==> src/rtl/tcp_tx_sequencer.sv <==
// TCP transmit sequencer: issues one tx request to the stack, retries failed
// requests after a back-off, then forwards (or drains) the payload and reports
// a single final status upstream per accepted request.
module tcp_tx_sequencer #(
  parameter int unsigned DATA_BITS   = 512,
  parameter int unsigned RETRY_DELAY = 64,
  parameter int unsigned MAX_RETRY   = 8
) (
  input  logic                   aclk,
  input  logic                   aresetn,
  // upstream tx request
  input  logic                   s_meta_valid,
  output logic                   s_meta_ready,
  input  logic [31:0]            s_meta_data,
  // tx request to the stack
  output logic                   m_meta_valid,
  input  logic                   m_meta_ready,
  output logic [31:0]            m_meta_data,
  // stack tx status
  input  logic                   s_stat_valid,
  output logic                   s_stat_ready,
  input  logic [63:0]            s_stat_data,
  // final status upstream
  output logic                   m_stat_valid,
  input  logic                   m_stat_ready,
  output logic [63:0]            m_stat_data,
  // upstream payload
  input  logic [DATA_BITS-1:0]   s_data_tdata,
  input  logic [DATA_BITS/8-1:0] s_data_tkeep,
  input  logic                   s_data_tlast,
  input  logic                   s_data_tvalid,
  output logic                   s_data_tready,
  // payload to the stack
  output logic [DATA_BITS-1:0]   m_data_tdata,
  output logic [DATA_BITS/8-1:0] m_data_tkeep,
  output logic                   m_data_tlast,
  output logic                   m_data_tvalid,
  input  logic                   m_data_tready,
  output logic [5:0]             m_data_tid
);

  typedef enum logic [2:0] {
    StIdle, StMeta, StWaitStat, StBackoff, StData, StDrain, StReport
  } state_e;

  state_e       state_q;
  logic         armed_q;   // holds s_meta_ready low for the first cycle after reset
  logic [15:0]  sid_q;
  logic [15:0]  len_q;
  logic [31:0]  stat_hi_q; // error/space of the latched status
  logic [31:0]  retry_q;
  logic [31:0]  delay_q;
  logic [19:0]  beats_q;

  // Upstream tlast is untrusted; tlast is regenerated from the beat counter.
  logic unused_tlast;
  assign unused_tlast = s_data_tlast;

  // Number of DATA_BITS-wide beats needed to carry len bytes.
  function automatic logic [19:0] calc_beats(input logic [15:0] len);
    logic [31:0] bits;
    bits = {13'd0, len, 3'd0};
    return 20'((bits + DATA_BITS - 32'd1) / DATA_BITS);
  endfunction

  // Request sequencing FSM with its counters and latched request/status.
  always_ff @(posedge aclk or negedge aresetn) begin
    if (!aresetn) begin
      state_q   <= StIdle;
      armed_q   <= 1'b0;
      sid_q     <= '0;
      len_q     <= '0;
      stat_hi_q <= '0;
      retry_q   <= '0;
      delay_q   <= '0;
      beats_q   <= '0;
    end else begin
      armed_q <= 1'b1;
      unique case (state_q)
        StIdle: begin
          if (s_meta_valid && s_meta_ready) begin
            sid_q   <= s_meta_data[15:0];
            len_q   <= s_meta_data[31:16];
            retry_q <= '0;
            if (s_meta_data[31:16] == 16'd0) begin
              stat_hi_q <= '0;
              state_q   <= StReport;
            end else begin
              state_q <= StMeta;
            end
          end
        end
        StMeta: begin
          if (m_meta_ready) state_q <= StWaitStat;
        end
        StWaitStat: begin
          if (s_stat_valid) begin
            stat_hi_q <= s_stat_data[63:32];
            if (s_stat_data[63:62] == 2'b00) begin
              beats_q <= calc_beats(len_q);
              state_q <= StData;
            end else if (retry_q < MAX_RETRY) begin
              retry_q <= retry_q + 32'd1;
              delay_q <= '0;
              state_q <= StBackoff;
            end else begin
              // Out of retries: swallow the payload so upstream is not stuck.
              beats_q <= calc_beats(len_q);
              state_q <= StDrain;
            end
          end
        end
        StBackoff: begin
          if (delay_q + 32'd1 >= RETRY_DELAY) state_q <= StMeta;
          else delay_q <= delay_q + 32'd1;
        end
        StData: begin
          if (s_data_tvalid && m_data_tready) begin
            beats_q <= beats_q - 20'd1;
            if (beats_q == 20'd1) state_q <= StReport;
          end
        end
        StDrain: begin
          if (s_data_tvalid) begin
            beats_q <= beats_q - 20'd1;
            if (beats_q == 20'd1) state_q <= StReport;
          end
        end
        StReport: begin
          if (m_stat_ready) state_q <= StIdle;
        end
        default: state_q <= StIdle;
      endcase
    end
  end

  // Handshake signals decoded from the registered state; payload passes straight through.
  always_comb begin
    s_meta_ready  = (state_q == StIdle) && armed_q;
    m_meta_valid  = (state_q == StMeta);
    s_stat_ready  = (state_q == StWaitStat);
    m_stat_valid  = (state_q == StReport);
    s_data_tready = ((state_q == StData) && m_data_tready) || (state_q == StDrain);
    m_data_tvalid = (state_q == StData) && s_data_tvalid;
    m_data_tlast  = (state_q == StData) && (beats_q == 20'd1);
  end

  assign m_meta_data  = {len_q, sid_q};
  assign m_stat_data  = {stat_hi_q, len_q, sid_q};
  assign m_data_tdata = s_data_tdata;
  assign m_data_tkeep = s_data_tkeep;
  assign m_data_tid   = '0;

endmodule

==> config.mk <==
export PLATFORM = sky130hd
export DESIGN_NAME = tcp_tx_sequencer
export DESIGN_NICKNAME = d
export VERILOG_FILES = /design/src/rtl/tcp_tx_sequencer.sv
export SDC_FILE = /design/constraint.sdc
export NUM_CORES = 1
export LEC_CHECK = 0
export BUFFER_PORTS_ARGS = -buffer_cell sky130_fd_sc_hd__buf_2
export CAP_MARGIN = 20
export CORE_AREA = 10 10 527 529
export CTS_CLUSTER_SIZE = 28
export DETAILED_ROUTE_END_ITERATION = 8
export DIE_AREA = 0 0 537 539
export GPL_ROUTABILITY_DRIVEN = 0
export PLACE_DENSITY_LB_ADDON = 0.08
export SYNTH_ARGS = -nofsm -noshare
export SYNTH_HDL_FRONTEND = slang
export SYNTH_SLANG_ARGS = --single-unit
export TNS_END_PERCENT = 30
==> constraint.sdc <==
create_clock -name aclk -period 4.73 [get_ports aclk]
set_clock_uncertainty 0.2 [all_clocks]
set_input_delay 0.7095 -clock aclk [delete_from_list [all_inputs] [get_ports aclk]]
set_output_delay 0.7095 -clock aclk [all_outputs]
set_load 0.02 [all_outputs]
==> impl_metrics.py <==
metrics = {
    "route": {
        "viasPerCell": 1.63,
        "drt_iter0_drc": 345,
        "detail_route.wl_per_cell_microns": 12.5,
        "ant_nets": 0,
        "vias": 7333,
        "drcViolationCount": 0,
        "drt-total-wl_mm": 56.3,
        "first_pass_iters": 4,
    },
    "setup_path": {
        "cp-end-kind": "register",
        "arrival_ns": 4.14,
        "cp_max_fo": 39,
        "critPathSlowestCell": "or4_4",
        "cpMostUsedCell": "or3_1",
        "crit_chain": "ha_1 -> nand4_1 -> or3_1 -> or3_1 -> a2111oi_2 -> o2bb2ai_1 -> or4_4 -> and2_4 -> o211a_1",
        "startpoint_type": "register",
        "max_stage_delay_ns": 0.72,
        "critical_path_class": "reg2reg",
        "critPathRequiredTime_ns": 4.92,
    },
    "power": {
        "internal-power_mw": 3.14,
        "combPwrFrac_pct": 38.6,
        "finalPower_mw": 5.78,
        "vdd_drop_max_mv": 0.286,
        "power_frac_seq_pct": 36.1,
        "power_switching_mw": 2.63,
        "p_leak_nw": 4.52,
        "clkPwrFrac_pct": 25.3,
        "power.density_nw_per_um2": 442,
        "switching_share_pct": 45.6,
    },
    "cells_and_area": {
        "multi_input_area_sq_um": 3180,
        "seq_area_sq_um": 3800,
        "nFillCells": 31498,
        "syn_to_final_growth_pct": 11.3,
        "stdcell_count": 4491,
        "fin_area_sq_um": 13100,
        "final_common_cell": "buf_2",
        "mostFrequentLayoutCells": "173 x buf_2, 152 x dfrtp_1, 119 x nand2_1",
        "final_util_pct": 4.89,
        "drive_gt1_share_pct": 25.8,
        "finalNetCount": 1608,
    },
    "placed_design": {
        "placed_cells": 4456,
        "place_area_sq_um": 12500,
        "place_ws_ns": 0.794,
        "port_buffers": 174,
        "dp_hpwl_mm": 44.2,
    },
    "cts": {
        "cts_tree": "done",
        "clk_pin_slew_ns": 0.08,
        "clockBufferDepth": 2,
        "cts_max_level": 4,
        "cts_buffers": 17,
        "ctsResizeCount": 0,
        "cts_root_buf": "clkbuf_16",
        "clock-sinks": 152,
        "post_cts_buffers": 0,
        "cts_hold_buffers": 0,
        "insertion_delay_ns": 0.50,
    },
    "grt": {
        "busiest_layer": "met2",
        "grt_pass1_vias": 7798,
        "grt_overflow": 0,
        "use_met2_pct": 5.74,
        "track_usage_pct": 3.73,
        "grt.met3_usage_pct": 2.13,
        "use_met1_pct": 3.32,
        "grt_max_degree": 72,
        "grt_antenna_before_repair": 25,
        "grt_pass1_wl_mm": 73.7,
    },
    "timing": {
        "finalWorstSetupSlack_ns": 0.787,
        "setup_tns_ns": 0,
        "timing.final.crit_share_pct": 83.4,
        "whs_ns": -0.00737,
        "tightest_slew_ns": 0.703,
        "period_needed_ns": 3.94,
        "rsz0062_at_grt": "no",
        "maxSlewViolCount": 0,
        "setup_violations": 0,
        "maxSlewHeadroom_pct": 53.0,
        "fmax_mhz": 254,
        "finalHoldViolCount": 3,
    },
    "status": {
        "status": "finished with violations",
        "violations": "hold timing",
    },
    "synthesis": {
        "syn_area_per_cell_sq_um": 8.65,
        "yosys_warnings": 0,
        "syn-instance-count": 1357,
        "synth-seq-cells": 152,
        "synth-edff-count": 0,
        "synth_ff_type": "dfrtp_1",
        "async_reset_ff_share_pct": 100,
        "yosys.cell_types.count": 61,
        "synth-seq-area-share_pct": 32.4,
        "synth_area_sq_um": 11700,
    },
    "run": {
        "maxCapViolations": 0,
    },
    "floorplanning": {
        "dieArea_sq_um": 289000,
        "chipWidth_microns": 537,
        "fp.dieH_microns": 539,
        "initial_core_util_pct": 4.40,
        "io_pins": 1366,
        "coreArea_sq_um": 267000,
        "fp-row-count": 190,
    },
    "hold_path": {
        "worst_hold_path_type": "in2async",
    },
}
## flip-flops by register name, indices dropped and copies added (netlist names)
register   count
beats_q       20
len_q         16
sid_q         16
state_q        3
retry_q       32
delay_q       32
stat_hi_q     32
armed_q        1
## final timing paths
check | start | endpoint | slack, ns | cells past startpoint
setup reg to reg | delay_q[0] | state_q[0] | 0.79 | 9
setup / recovery | delay_q[0] | state_q[0] | 0.79 | 9
hold reg to reg | stat_hi_q[19] | stat_hi_q[19] | 0.30 | 1
hold / removal | aresetn | stat_hi_q[18] | -0.007 | 1
max in group asynchronous | aresetn | beats_q[15] | 3.38 | 2
min in group aclk | s_meta_data[6] | sid_q[6] | 0.21 | 3
## critical path: cells and delay by family, from the launching register on
family	cells	cell delay, ns
simple gates	5	2.08
compound gates	3	0.77
fa+ha+maj	1	0.30
flops	1	0.44
## layer usage
metal  part of all wire [%]  vias to the layer above  routed length, microns
li1                       -                     3036                       -
met4                     11                       24                    6270
met2                     44                      564                   24800
met5                   0.40                        -                     226
met3                     13                      381                    7180
met1                     32                     3328                   17900
## synthesized netlist by cell type, types with 13 or more instances
cell / instances / share of area, %
and3_1: 37 / 2.0
nor2_1: 64 / 2.0
nor4_1: 22 / 1.2
a31oi_1: 13 / 0.69
nand2_1: 120 / 3.8
clkbuf_1: 34 / 1.1
a21oi_1: 30 / 1.3
o21ai_0: 29 / 1.2
nor3_1: 20 / 0.85
nand3_1: 30 / 1.3
buf_4: 614 / 39
a22o_1: 32 / 2.4
and2_1: 14 / 0.75
dfrtp_1: 152 / 32
## power groups by stage
stage / logic [mW] / registers [mW] / clock network, mW
after global placement: 2.38 / 2.13 / 0
after detailed placement: 2.33 / 2.12 / 0
after floorplan: 1.94 / 2.25 / 0
after CTS: 2.33 / 2.11 / 1.58
after global routing: 2.48 / 2.16 / 1.60
final: 2.23 / 2.09 / 1.46
## kinds of logic (layout without fill, tap and decap cells)
group	Yosys count	after routing	synth area share, %
mux	6	6	0.522
xor+xnor	18	18	1.34
other cells	2	11	0.0640
simple gates	371	371	16.1
fa+ha+maj	4	4	0.426
flops	152	152	32.4
compound gates	142	142	8.25
buf+inv	662	235	40.9
## area by class of cell
cell class	count	area share, %
multi-input cells	548	24.3
well taps	3552	34.0
flip-flops and latches	152	29.1
diodes	4	0.0766
clock inverters	12	0.891
inverters	11	0.316
repair buffers	193	7.90
clock buffers	19	3.39
Power figures use the tool's default switching activity.
